File: src/rtl/syst_apb_sequencer_pkg.sv
// Shared types and register map for the systolic-array APB job sequencer.
package syst_pkg;

  localparam logic [31:0] REG_DATA    = 32'd0;
  localparam logic [31:0] REG_RESULT  = 32'd4;
  localparam logic [31:0] REG_WEIGHT0 = 32'd8;
  localparam logic [31:0] ADDR_STEP   = 32'd4;
  localparam logic [7:0]  N_WEIGHT    = 8'd4;
  localparam int          TIMEOUT_CYC = 64;

  typedef enum logic [3:0] {
    S_IDLE,
    S_FETCH,
    S_SETUP,
    S_ACCESS,
    S_DRAIN,
    S_RSETUP,
    S_RACCESS,
    S_PUSH,
    S_DONE
  } seq_state_t;

  function automatic logic [31:0] weight_addr(input logic [7:0] idx);
    return REG_WEIGHT0 + ADDR_STEP * {24'd0, idx};
  endfunction

endpackage

File: src/rtl/syst_apb_sequencer_if.sv
// APB bus bundle between the job sequencer (master) and the systolic-array slave.
interface syst_apb_sequencer_if #(
  parameter int DATA_W = 32
);
  logic [31:0]       m_adr_o;
  logic [DATA_W-1:0] m_dat_o;
  logic [DATA_W-1:0] m_dat_i;
  logic              m_sel_o;
  logic              m_enable_o;
  logic              m_we_o;
  logic              m_ready_i;

  modport master (
    output m_adr_o, m_dat_o, m_sel_o, m_enable_o, m_we_o,
    input  m_dat_i, m_ready_i
  );

  modport slave (
    input  m_adr_o, m_dat_o, m_sel_o, m_enable_o, m_we_o,
    output m_dat_i, m_ready_i
  );
endinterface

File: src/rtl/syst_apb_sequencer_apb_master_phase.sv
// One APB transfer (setup then access) per request; optional access watchdog
// enabled by SYST_SEQ_TIMEOUT_EN.
module apb_master_phase
  import syst_pkg::*;
(
  input  logic clk,
  input  logic rst_n,
  input  logic req,
  input  logic req_we,
  input  logic ready,
  output logic sel,
  output logic enable,
  output logic we,
  output logic xfer_done,
  output logic timeout
);

  typedef enum logic [1:0] {PH_IDLE, PH_SETUP, PH_ACCESS} phase_t;

  phase_t ph_q, ph_nx;
  logic   we_q;

  always_ff @(posedge clk or negedge rst_n) begin
    if (!rst_n) begin
      ph_q <= PH_IDLE;
      we_q <= 1'b0;
    end else begin
      ph_q <= ph_nx;
      if (req)
        we_q <= req_we;
      else if (ph_nx == PH_IDLE)
        we_q <= 1'b0;
    end
  end

  always_comb begin
    ph_nx     = ph_q;
    xfer_done = 1'b0;
    case (ph_q)
      PH_IDLE:   if (req) ph_nx = PH_SETUP;
      PH_SETUP:  ph_nx = PH_ACCESS;
      PH_ACCESS: begin
        if (ready) begin
          xfer_done = 1'b1;
          ph_nx     = PH_IDLE;
        end else if (timeout) begin
          ph_nx = PH_IDLE;
        end
      end
      default:   ph_nx = PH_IDLE;
    endcase
  end

  assign sel    = (ph_q != PH_IDLE);
  assign enable = (ph_q == PH_ACCESS);
  assign we     = we_q;

`ifdef SYST_SEQ_TIMEOUT_EN
  // Reloads outside ACCESS; reaching zero on a not-ready cycle is the 64th wait cycle.
  logic [7:0] wd_q;

  always_ff @(posedge clk or negedge rst_n) begin
    if (!rst_n)
      wd_q <= 8'(TIMEOUT_CYC - 1);
    else if (ph_q == PH_ACCESS)
      wd_q <= wd_q - 8'd1;
    else
      wd_q <= 8'(TIMEOUT_CYC - 1);
  end

  assign timeout = (ph_q == PH_ACCESS) && !ready && (wd_q == 8'd0);
`else
  assign timeout = 1'b0;
`endif

endmodule

File: src/rtl/syst_apb_sequencer.sv
// Sequences one systolic-array job: weight/data writes, drain, result reads.
// Optional access watchdog enabled by SYST_SEQ_TIMEOUT_EN.
module syst_apb_sequencer
  import syst_pkg::*;
#(
  parameter int DATA_W    = 32,
  parameter int DRAIN_CYC = 12
) (
  input  logic                 p_clk_i,
  input  logic                 p_rst_i,
  input  logic                 start_i,
  input  logic [7:0]           cfg_n_data_i,
  input  logic [7:0]           cfg_n_res_i,
  input  logic                 src_valid_i,
  input  logic [DATA_W-1:0]    src_data_i,
  output logic                 src_ready_o,
  syst_apb_sequencer_if.master bus,
  output logic                 res_valid_o,
  output logic [DATA_W-1:0]    res_data_o,
  input  logic                 res_ready_i,
  output logic                 busy_o,
  output logic                 done_o,
  output logic                 err_o
);

  seq_state_t        state_q, state_nx;
  logic [7:0]        n_data_q, n_res_q;
  logic [7:0]        widx_q, didx_q, ridx_q, drain_q;
  logic [31:0]       adr_q;
  logic [DATA_W-1:0] dat_q, res_q;
  logic              is_weight, last_src, last_res;
  logic              req, req_we, xfer_done, timeout;
  logic              sel, enable, we;

  assign is_weight = (widx_q < N_WEIGHT);
  assign last_src  = is_weight ? ((widx_q == N_WEIGHT - 8'd1) && (n_data_q == 8'd0))
                               : (({1'b0, didx_q} + 9'd1) == {1'b0, n_data_q});
  assign last_res  = (({1'b0, ridx_q} + 9'd1) >= {1'b0, n_res_q});

  always_comb begin
    state_nx = state_q;
    case (state_q)
      S_IDLE:    if (start_i) state_nx = S_FETCH;
      S_FETCH:   if (src_valid_i) state_nx = S_SETUP;
      S_SETUP:   state_nx = S_ACCESS;
      S_ACCESS: begin
        if (xfer_done) begin
          if (!last_src)
            state_nx = S_FETCH;
          else if (n_res_q == 8'd0)
            state_nx = S_DONE;
          else
            state_nx = S_DRAIN;
        end else if (timeout) begin
          state_nx = S_IDLE;
        end
      end
      S_DRAIN:   if (drain_q == 8'd0) state_nx = S_RSETUP;
      S_RSETUP:  state_nx = S_RACCESS;
      S_RACCESS: begin
        if (xfer_done)
          state_nx = S_PUSH;
        else if (timeout)
          state_nx = S_IDLE;
      end
      S_PUSH:    if (res_ready_i) state_nx = last_res ? S_DONE : S_RSETUP;
      S_DONE:    state_nx = S_IDLE;
      default:   state_nx = S_IDLE;
    endcase
  end

  // The phase engine enters SETUP on the same edge as the FSM does.
  assign req    = (state_nx == S_SETUP) || (state_nx == S_RSETUP);
  assign req_we = (state_nx == S_SETUP);

  always_ff @(posedge p_clk_i or negedge p_rst_i) begin
    if (!p_rst_i) begin
      state_q  <= S_IDLE;
      n_data_q <= 8'd0;
      n_res_q  <= 8'd0;
      widx_q   <= 8'd0;
      didx_q   <= 8'd0;
      ridx_q   <= 8'd0;
      drain_q  <= 8'd0;
      adr_q    <= 32'd0;
      dat_q    <= '0;
      res_q    <= '0;
    end else begin
      state_q <= state_nx;
      case (state_q)
        S_IDLE: begin
          if (start_i) begin
            n_data_q <= cfg_n_data_i;
            n_res_q  <= cfg_n_res_i;
            widx_q   <= 8'd0;
            didx_q   <= 8'd0;
            ridx_q   <= 8'd0;
          end
        end
        S_FETCH: begin
          if (src_valid_i) begin
            dat_q <= src_data_i;
            adr_q <= is_weight ? weight_addr(widx_q) : REG_DATA;
          end
        end
        S_ACCESS: begin
          if (xfer_done) begin
            if (is_weight)
              widx_q <= widx_q + 8'd1;
            else
              didx_q <= didx_q + 8'd1;
            drain_q <= 8'(DRAIN_CYC - 1);
          end
        end
        S_DRAIN: begin
          if (drain_q == 8'd0)
            adr_q <= REG_RESULT;
          else
            drain_q <= drain_q - 8'd1;
        end
        S_RACCESS: if (xfer_done) res_q <= bus.m_dat_i;
        S_PUSH:    if (res_ready_i) ridx_q <= ridx_q + 8'd1;
        default: ;
      endcase
    end
  end

  apb_master_phase u_phase (
    .clk       (p_clk_i),
    .rst_n     (p_rst_i),
    .req       (req),
    .req_we    (req_we),
    .ready     (bus.m_ready_i),
    .sel       (sel),
    .enable    (enable),
    .we        (we),
    .xfer_done (xfer_done),
    .timeout   (timeout)
  );

  assign bus.m_adr_o    = adr_q;
  assign bus.m_dat_o    = dat_q;
  assign bus.m_sel_o    = sel;
  assign bus.m_enable_o = enable;
  assign bus.m_we_o     = we;

  assign src_ready_o = (state_q == S_FETCH);
  assign res_valid_o = (state_q == S_PUSH);
  assign res_data_o  = res_q;
  assign busy_o      = (state_q != S_IDLE);
  assign done_o      = (state_q == S_DONE);

`ifdef SYST_SEQ_TIMEOUT_EN
  logic err_q;

  always_ff @(posedge p_clk_i or negedge p_rst_i) begin
    if (!p_rst_i)
      err_q <= 1'b0;
    else
      err_q <= timeout;
  end

  assign err_o = err_q;
`else
  assign err_o = 1'b0;
`endif

endmodule

File: src/flat_wrapper.sv
// flat-port wrapper written by rule: the top's interface ports become plain ports
module syst_apb_sequencer_flat import syst_pkg::*;
#(
  parameter int DATA_W    = 32,
  parameter int DRAIN_CYC = 12
)
  (p_clk_i, p_rst_i, start_i, cfg_n_data_i, cfg_n_res_i, src_valid_i, src_data_i, src_ready_o, res_valid_o, res_data_o, res_ready_i, busy_o, done_o, err_o, bus_m_adr_o, bus_m_dat_o, bus_m_sel_o, bus_m_enable_o, bus_m_we_o, bus_m_dat_i, bus_m_ready_i);
  syst_apb_sequencer_if #(.DATA_W(DATA_W)) bus_i ();
  input  logic p_clk_i;
  input  logic p_rst_i;
  input  logic start_i;
  input  logic [7:0] cfg_n_data_i;
  input  logic [7:0] cfg_n_res_i;
  input  logic src_valid_i;
  input  logic [DATA_W-1:0] src_data_i;
  output logic src_ready_o;
  output logic res_valid_o;
  output logic [DATA_W-1:0] res_data_o;
  input  logic res_ready_i;
  output logic busy_o;
  output logic done_o;
  output logic err_o;
  output wire logic [$bits(bus_i.m_adr_o)-1:0] bus_m_adr_o;
  output wire logic [$bits(bus_i.m_dat_o)-1:0] bus_m_dat_o;
  output wire logic [$bits(bus_i.m_sel_o)-1:0] bus_m_sel_o;
  output wire logic [$bits(bus_i.m_enable_o)-1:0] bus_m_enable_o;
  output wire logic [$bits(bus_i.m_we_o)-1:0] bus_m_we_o;
  input wire logic [$bits(bus_i.m_dat_i)-1:0] bus_m_dat_i;
  input wire logic [$bits(bus_i.m_ready_i)-1:0] bus_m_ready_i;
  assign bus_m_adr_o = bus_i.m_adr_o;
  assign bus_m_dat_o = bus_i.m_dat_o;
  assign bus_m_sel_o = bus_i.m_sel_o;
  assign bus_m_enable_o = bus_i.m_enable_o;
  assign bus_m_we_o = bus_i.m_we_o;
  assign bus_i.m_dat_i = bus_m_dat_i;
  assign bus_i.m_ready_i = bus_m_ready_i;
  syst_apb_sequencer #(.DATA_W(DATA_W), .DRAIN_CYC(DRAIN_CYC)) u_core (.p_clk_i(p_clk_i), .p_rst_i(p_rst_i), .start_i(start_i), .cfg_n_data_i(cfg_n_data_i), .cfg_n_res_i(cfg_n_res_i), .src_valid_i(src_valid_i), .src_data_i(src_data_i), .src_ready_o(src_ready_o), .bus(bus_i), .res_valid_o(res_valid_o), .res_data_o(res_data_o), .res_ready_i(res_ready_i), .busy_o(busy_o), .done_o(done_o), .err_o(err_o));
endmodule
File: config.mk
export PLATFORM = sky130hd
export DESIGN_NAME = syst_apb_sequencer_flat
export DESIGN_NICKNAME = d
export VERILOG_FILES = /design/src/rtl/syst_apb_sequencer_pkg.sv /design/src/rtl/syst_apb_sequencer_if.sv /design/src/rtl/syst_apb_sequencer_apb_master_phase.sv /design/src/rtl/syst_apb_sequencer.sv /design/src/flat_wrapper.sv
export SDC_FILE = /design/constraint.sdc
export NUM_CORES = 1
export LEC_CHECK = 0
export ABC_CLOCK_PERIOD_IN_PS = 3450
export BUFFER_PORTS_ARGS = -buffer_cell sky130_fd_sc_hd__buf_2
export CAP_MARGIN = 20
export CORE_MARGIN = 1
export CORE_UTILIZATION = 51
export DETAILED_ROUTE_END_ITERATION = 7
export PLACE_DENSITY = 0.8
export SKIP_CTS_REPAIR_TIMING = 1
export SLEW_MARGIN = 10
export SYNTH_ARGS = -nofsm -noshare
export SYNTH_HDL_FRONTEND = slang
export SYNTH_SLANG_ARGS = --single-unit
File: constraint.sdc
create_clock -name p_clk_i -period 3.45 [get_ports p_clk_i]
set_input_delay 0 -clock p_clk_i [delete_from_list [all_inputs] [get_ports p_clk_i]]
set_output_delay 0 -clock p_clk_i [all_outputs]
set_load 0.1 [all_outputs]
==> out/qor.csv, run 1 <==
metric,value,unit
status,"complete, no violations",
Top Family by Delay on Critical Path,compound AO/OA/AOI/OAI gates,
"Distinct cells, synth",54,
Final Hold Fails,0,
Mapped Cells,614,
drt wl/cell,16.6,um
starting density of the core,0.526,
Pins Over Slew Limit,0,
clock root cell,clkbuf_16,
largest cells by area after synthesis,"dfrtp_1 53%, nand2_1 10%, mux2_2 6.0%, o21ai_0 3.7%, buf_4 3.2%",
CP Cell Sequence,ha_1 -> and3_1 -> nand3_1 -> xnor2_1 -> ha_1 -> nand3_1 -> o211ai_1 -> a211oi_1 -> o21ai_0 -> a31oi_1 -> o2bb2ai_1 -> a31o_1,
total CTS buffers,17,
Multi-input gate area,0.00257,mm2
"Async S/R FF share, synth",1.00,
CTS Sinks,128,
fill cell count,754,
worst path bufs/invs,0,
core area,0.0115,mm2
Ys Warns,0,
die width,111,um
Synth Cell Area,0.00603,mm2
die area,0.0123,mm2
largest net degree at the start of global routing,92,
vias post-DR,5405,
Skew-Pair Late Insertion Delay,0.42,ns
CTS tree,done,
count of nets after finishing,955,
Final ANT Viol Nets,0,
Synth Flop Type,dfrtp_1,
Synth top area share,0.531,
Final Skew,0.0111,ns
Tcrit/Tclk final,0.832,
CP peak stage delay,0.45,ns
"CTS clk-pin slew, worst paths",0.06,ns
initial antenna violation count,0,
Die Ht,111,um
Tot Pwr,7.02,mW
fin crit period,2.87,ns
area grow syn2layout,38.0,%
Yosys reg bits,128,
total of max-cap violations,0,
DRT iter0 DRCs,314,
TNS Setup,0,ns
Worst EP arrival,3.17,ns
gr ovfl total,0,
DRC violations left,0,
hold crit path type,in -> reg,
Slew headroom,0.485,
first-pass iteration count of the detailed router,5,
register area share after synthesis,0.531,
Max Freq,348,MHz
n_diodes,0,
"commonest non-fill, non-tap cells in the layout","164 x nand2_1, 164 x buf_2, 128 x dfrtp_1, 83 x dlygate4sd3_1, 45 x o21ai_0",
gpl congestion,0.880,
WS Path Type,reg -> reg,
vias per cell,5.34,
r2r setup slk,0.58,ns
Worst Tran Pin Value,0.770,ns
first-pass GRT wire length,23200,um
vias in the first global route,4878,
register area,0.00320,mm2
GRT Overall Usage,0.236,
peak supply drop,1.17,mV
LEAKAGE,4.43,nW
Longest Clk Path Bufs,2,
Setup-failing EPs final,0,
crit end category,flop,
Rows,39,
DP HPWL,9670,um
Post-synth EDFFs,0,
H-tree depth,4,
DRT Wirelength,16800,um
CP required,3.75,ns
"Max FO, Critical Path",7,
mean post-synth cell area,9.82,um2
unrepaired setup endpoints after global routing,false,
Yosys top cell by area,dfrtp_1,
CP Launch Type,flop,
CP max-delay cell,dfrtp_1,
IO buf count,165,
layout cells sized above 1,0.283,
IO Pins,190,
Power per Cell Area,844,mW/mm2
==> worst min-delay path, stage by stage <==
cell and delay (ns):
buf_2 0.12, o21ai_0 0.16, a211oi_1 0.10, nand3_1 0.08
==> layout make-up <==
type,count,area share
clock inverter,11,0.0156
clock buffer,21,0.0578
tap,143,0.0215
inverter,11,0.00496
timing repair buffer,253,0.206
sequential,128,0.385
multi-input combinational,445,0.309
==> power by group <==
| part | leakage (nW) | internal (mW) | switching, mW | total, mW |
|---|---|---|---|---|
| logic | 2.45 | 0.582 | 2.49 | 3.08 |
| registers | 1.70 | 1.83 | 0.276 | 2.11 |
| clock network | 0.288 | 1.14 | 0.694 | 1.84 |
==> synthesized netlist by cell type (11+ instances only) <==
| master | instances |
|---|---|
| nand3_1 | 15 |
| and3_1 | 11 |
| and2_1 | 13 |
| buf_4 | 26 |
| mux2_2 | 32 |
| o21ai_0 | 45 |
| nor2_1 | 24 |
| nand2_1 | 164 |
| a21oi_1 | 11 |
| dfrtp_1 | 128 |
| ha_1 | 13 |
| clkbuf_1 | 22 |
| inv_1 | 11 |
==> kinds of logic after synthesis <==
group                    Yosys count  share of synthesized area
buffers and inverters             64                     0.0592
AND/OR/NAND/NOR                  273                      0.209
AO/OA/AOI/OAI                     88                     0.0897
other                              1                   0.000622
adder cells (fa/ha/maj)           13                     0.0270
flip-flops                       128                      0.531
multiplexers                      33                     0.0614
XOR/XNOR                          14                     0.0216
==> sequential cells by signal, indices dropped and copies added (netlist names) <==
register             count
u_core.ridx_q            8
u_core.widx_q            8
u_core.drain_q           8
u_core.n_data_q          8
u_core.res_data_o       32
u_core.u_phase.we        1
u_core.didx_q            8
u_core.bus.m_adr_o       9
u_core.n_res_q           8
u_core.u_phase.ph_q      2
u_core.bus.m_dat_o      32
u_core.state_q           4
==> per-layer routing <==
metal  vias to the layer above  global-route usage  part of all wire
met5                         -                   0                 0
met4                         0              0.0987             0.031
met3                        48              0.0705             0.058
met2                       239               0.385              0.52
met1                      2606               0.292              0.39
li1                       2512                   -                 -
==> final timing paths <==
kind	startpoint	to	cells past startpoint
hold reg to reg	u_core.bus.m_dat_o[9]	u_core.bus.m_dat_o[9]	2
max in group asynchronous	p_rst_i	u_core.bus.m_dat_o[0]	3
setup / recovery	u_core.ridx_q[0]	u_core.u_phase.we	12
setup reg to reg	u_core.ridx_q[0]	u_core.u_phase.we	12
min in group asynchronous	p_rst_i	u_core.n_data_q[5]	2
hold / removal	src_valid_i	u_core.state_q[0]	4
==> stage by stage <==
step / hold WS (ns) / setup slack, ns / instance area (um2) / utilization / cells
global route: 0.0950 / 0.254 / 8320 / 0.725 / 1012
CTS: -0.433 / 0.565 / 7470 / 0.652 / 928
floorplan: -0.296 / 0.620 / 6130 / - / 637
finish: 0.0923 / 0.580 / 8320 / 0.725 / 1012
global placement: -0.00240 / 0.714 / 6860 / 0.598 / 896
detailed placement: 0.00306 / 0.568 / 6860 / 0.598 / 896
No activity file was read; power rests on OpenSTA's default activity.
==> inputs of run 2 (changes only) <==
Settings changed: ABC_CLOCK_PERIOD_IN_PS 3450 to 2500, CORE_UTILIZATION 51 to 46, PLACE_DENSITY 0.8 to 0.76.
Clock period 3.45 ns to 2.5 ns, I/O delays scaled along.
==> out/qor.csv, run 2 (synthesis results as in run 1) <==
metric,value,unit,change
met1 Use GR,0.274,,-0.0183
first-pass iteration count of the detailed router,5,,unchanged
unrepaired setup endpoints after global routing,true,,
layout cells sized above 1,0.310,,+0.0266
Comb pwr share,0.445,,+0.007
Final ANT Viol Nets,0,,unchanged
die area,0.0136,mm2,+11%
met2 GRT Util,0.358,,-0.0273
fill cell count,973,,+29%
total of max-cap violations,0,,unchanged
Max Freq,385,MHz,+11%
CP max-delay cell,dfrtp_1,,
Setup-failing EPs final,2,,+2
GRT Overall Usage,0.221,,-0.0147
WS Path Type,reg -> reg,,
core area,0.0127,mm2,+11%
gr ovfl total,0,,unchanged
worst reg2reg path depth,12,,unchanged
CP Launch Type,flop,,
slack of the critical path,-0.0960,ns,-0.676 ns
M3 GR Usage,0.0846,,+0.0141
vias per cell,5.06,,-5.2%
hold crit path type,in -> async,,
"CTS clk-pin slew, worst paths",0.06,ns,about the same
Power per Cell Area,1120,mW/mm2,+33%
Tcrit/Tclk final,1.04,,+0.207
clock root cell,clkbuf_16,,
H-tree depth,4,,unchanged
Worst EP arrival,2.90,ns,-0.27 ns
LEAKAGE,4.53,nW,+2.1%
Clk pwr share,0.254,,-0.008
Internal,4.89,mW,+38%
CP required,2.81,ns,-0.94 ns
Worst Tran Pin Value,0.737,ns,-0.0333 ns
TNS Setup,-0.117,ns,-0.117 ns
worst hold slack,0.0596,ns,-0.0327 ns
Die Ht,116,um,+5.2%
Sw Pwr,4.71,mW,+36%
"commonest non-fill, non-tap cells in the layout","164 x nand2_1, 164 x buf_2, 128 x dfrtp_1, 83 x dlygate4sd3_1, 44 x o21ai_0",,
die width,116,um,+5.2%
total CTS buffers,17,,unchanged
Reg power frac,0.301,,about the same
starting density of the core,0.474,,-0.0519
Top Family by Delay on Critical Path,compound AO/OA/AOI/OAI gates,,
area grow syn2layout,41.7,%,
Skew-Pair Late Insertion Delay,0.42,ns,about the same
Final Skew,0.0146,ns,+0.00344 ns
"Max FO, Critical Path",6,,-1
DP HPWL,9920,um,+2.5%
CP peak stage delay,0.38,ns,-0.07 ns
largest net degree at the start of global routing,49,,-47%
CP Cell Sequence,buf_4 -> and3_4 -> and2_4 -> xor2_2 -> ha_1 -> nand3_1 -> o211ai_1 -> a211oi_2 -> o21ai_1 -> a31oi_1 -> o2bb2ai_2 -> a31o_1,,
DRC violations left,0,,unchanged
fin crit period,2.60,ns,-0.274 ns
r2r setup slk,-0.1,ns,-0.68 ns
initial antenna violation count,0,,unchanged
status,"complete, but fails checks",,
gpl congestion,0.894,,+1.6%
crit end category,flop,,
peak supply drop,1.55,mV,+33%
CTS Sinks,128,,unchanged
IO buf count,165,,unchanged
vias post-DR,5366,,-0.72%
Final Hold Fails,0,,unchanged
placed cell count,943,,+5.2%
worst path bufs/invs,1,,+1
Rows,41,,+5.1%
DRT Wirelength,16700,um,-0.59%
Non-Filler Instances,1060,,+4.7%
n_diodes,0,,unchanged
count of nets after finishing,975,,+2.1%
failing checks,setup timing,,
vias in the first global route,4735,,-2.9%
Pins Over Slew Limit,0,,unchanged
r2r endpoint,u_core.u_phase.we,,
CTS tree,done,,
Longest Clk Path Bufs,2,,unchanged
Slew headroom,0.507,,+0.0223
RR Startpoint,u_core.ridx_q[0],,
layer with the highest usage,met2,,
Sw Share,0.490,,-0.00312
drt wl/cell,15.8,um,-5.1%
DRT iter0 DRCs,366,,+17%
first-pass GRT wire length,22800,um,-1.9%
IO Pins,190,,unchanged
-- run 2: how the worst max path moves through the flow --
stage | depth (start not counted) | from | to | slack (ns)
after floorplan | 12 | u_core.ridx_q[0] | u_core.u_phase.we | 0.02
after detailed placement | 12 | u_core.ridx_q[4] | u_core.u_phase.we | -0.11
after global routing | 12 | u_core.ridx_q[0] | u_core.u_phase.we | -0.21
final | 12 | u_core.ridx_q[0] | u_core.u_phase.we | -0.1
after global placement | 12 | u_core.ridx_q[4] | u_core.u_phase.we | 0.02
after CTS | 12 | u_core.ridx_q[4] | u_core.u_phase.we | -0.11
-- run 2: per-layer routing --
metal,part of all wire,up-vias
met2,0.51,207
li1,-,2550
met1,0.40,2577
met5,0,-
met3,0.066,32
met4,0.022,0
-- run 2: final cells by class --
cell class | count | area [um2] | area share
flip-flops and latches | 128 | 3200 | 0.375
multi-input cells | 445 | 2640 | 0.309
repair buffers | 273 | 1860 | 0.218
clock buffers | 22 | 474 | 0.0555
well taps | 172 | 215 | 0.0252
clock inverters | 9 | 108 | 0.0126
inverters | 11 | 41.3 | 0.00483
-- run 2: power by group through the flow --
stage	logic [mW]	clock network (mW)	registers, mW
after floorplan	1.47	0	4.77
after global placement	4.08	0	2.87
after detailed placement	4.12	0	2.86
after CTS	4.12	2.47	2.86
after global routing	4.52	2.57	2.94
final	4.27	2.44	2.89
-- run 2: metrics by stage --
| step | cell area, um2 | power [mW] | worst slack, ns | util |
|---|---|---|---|---|
| 2_1_floorplan | 6140 | 6.24 | 0.0216 | - |
| 3_3_place_gp | 7050 | 6.95 | 0.0174 | 0.554 |
| 3_5_place_dp | 7050 | 6.99 | -0.110 | 0.554 |
| 4_1_cts | 7630 | 9.45 | -0.114 | 0.600 |
| 5_1_grt | 8540 | 10.0 | -0.212 | 0.671 |
| 6_report | 8540 | 9.60 | -0.0960 | 0.671 |
==> inputs of run 3 (changes only) <==
Settings changed: CORE_UTILIZATION 46 to 48, CTS_BUF_LIST from default to sky130_fd_sc_hd__clkbuf_8, PLACE_DENSITY 0.76 to 0.79.
==> out/qor.csv, run 3 (synthesis results as in run 1) <==
metric,value,unit,change
status,"complete, but fails checks",,
failing checks,setup timing,,
hold crit path type,in -> reg,,
slack of the critical path,-0.114,ns,-0.0180 ns
unrepaired setup endpoints after global routing,true,,
"commonest non-fill, non-tap cells in the layout","164 x nand2_1, 164 x buf_2, 128 x dfrtp_1, 84 x dlygate4sd3_1, 44 x o21ai_0",,
Pins Over Slew Limit,0,,unchanged
TNS Setup,-0.205,ns,-0.0879 ns
gr ovfl total,0,,unchanged
DRT iter0 DRCs,360,,-1.6%
GRT Overall Usage,0.239,,+0.0175
CTS tree,done,,
Final Skew,0.00977,ns,-0.00481 ns
IO buf count,165,,unchanged
"Max FO, Critical Path",4,,-2
starting density of the core,0.498,,+0.0239
LEAKAGE,4.46,nW,-1.5%
Power per Cell Area,1080,mW/mm2,-4.3%
CP Cell Sequence,and3_4 -> and3_4 -> and2_4 -> xor2_2 -> ha_1 -> nand3_1 -> o211ai_1 -> a211oi_2 -> o21ai_2 -> a31oi_2 -> o2bb2ai_2 -> a31o_1,,
H-tree depth,4,,unchanged
CP Launch Type,flop,,
DRC violations left,0,,unchanged
die width,114,um,-2.1%
met3 WL post-DR,1340,um,+23%
first-pass iteration count of the detailed router,5,,unchanged
Setup-failing EPs final,2,,unchanged
wire length on met2,9240,um,+8.1%
placed cell count,940,,-0.32%
vias per cell,5.30,,+4.6%
DP HPWL,10900,um,+10%
M1 WL,6670,um,-0.51%
drt wl/cell,16.9,um,+7.0%
Slew headroom,0.488,,-0.0192
WS Path Type,reg -> reg,,
area grow syn2layout,39.1,%,
Final Hold Fails,0,,unchanged
fin crit period,2.61,ns,+0.0180 ns
Longest Clk Path Bufs,2,,unchanged
IO Pins,190,,unchanged
"CTS clk-pin slew, worst paths",0.08,ns,+0.02 ns
n_diodes,0,,unchanged
die area,0.0130,mm2,-4.1%
Max Freq,383,MHz,-0.69%
total CTS buffers,17,,unchanged
Final ANT Viol Nets,0,,unchanged
clock root cell,clkbuf_8,,
worst hold slack,0.00851,ns,-0.0511 ns
largest net degree at the start of global routing,56,,+14%
Non-Filler Instances,1059,,-0.094%
fill cell count,887,,-8.8%
first-pass GRT wire length,24000,um,+5.3%
crit end category,flop,,
vias post-DR,5608,,+4.5%
core area,0.0121,mm2,-4.8%
min-delay src,start_i,,
crit path from,u_core.ridx_q[3],,
gpl congestion,0.864,,-3.4%
RR Startpoint,u_core.ridx_q[3],,
CTS Sinks,128,,unchanged
CP required,2.84,ns,+0.03 ns
"most used cell, CP",and3_4,,
vias in the first global route,5093,,+7.6%
Worst Tran Pin Value,0.765,ns,+0.0287 ns
top routing layer in use,met4,,
total of max-cap violations,0,,unchanged
Die Ht,114,um,-2.1%
layout cells sized above 1,0.315,,+0.00569
Worst EP arrival,2.95,ns,+0.05 ns
peak supply drop,1.29,mV,-17%
Tcrit/Tclk final,1.05,,+0.00720
CP peak stage delay,0.39,ns,about the same
count of nets after finishing,977,,+0.21%
Rows,40,,-2.4%
final core utilization,0.692,,+0.0210
CP max-delay cell,dfrtp_1,,
DRT Wirelength,17900,um,+6.9%
initial antenna violation count,0,,unchanged
Skew-Pair Late Insertion Delay,0.44,ns,+0.02 ns
==> run 3: metrics by stage <==
step                      area, um2  total power [mW]  setup WS (ns)
after floorplan                6140              6.24         0.0216
after global placement         7050              6.91         0.0116
after detailed placement       7050              7.00        -0.0766
after CTS                      7450              8.82        -0.0970
after global routing           8390              9.39         -0.248
final                          8390              9.02         -0.114
==> run 3: worst max-delay path: cells and delay by family (launching register included) <==
kind	cells	cell delay, ns
adder cells (fa/ha/maj)	1	0.35
AND/OR/NAND/NOR	4	0.59
XOR/XNOR	1	0.15
flip-flops	1	0.39
AO/OA/AOI/OAI	6	1.04
==> run 3: path summary, 6_finish.rpt <==
path                                     endpoint  slack [ns]  cells past startpoint
setup / recovery                u_core.u_phase.we       -0.11                     12
hold / removal                  u_core.state_q[0]       0.009                      5
setup reg to reg                u_core.u_phase.we       -0.11                     12
hold reg to reg            u_core.bus.m_dat_o[30]        0.48                      2
max in group asynchronous   u_core.bus.m_dat_o[9]        1.65                      3
min in group asynchronous   u_core.bus.m_adr_o[5]        0.14                      2
==> run 3: where the power goes <==
part	switching, mW	internal, mW	leakage [nW]
Combinational	3.49	0.817	2.56
Clock	0.888	0.928	0.204
Sequential	0.370	2.52	1.70
==> run 3: routing by layer <==
metal	vias to the layer above	global-route usage
li1	2561	-
met1	2712	0.277
met2	280	0.419
met3	55	0.0725
met4	0	0.0805
met5	-	0
==> run 3: final cells by class <==
type                            count  area [um2]  area share
Clock buffer                       18         248      0.0295
Clock inverter                     14         156      0.0186
Inverter                           11        41.3     0.00492
Multi-Input combinational cell    445        2650       0.316
Sequential cell                   128        3200       0.382
Tap cell                          168         210      0.0251
Timing Repair Buffer              275        1880       0.224
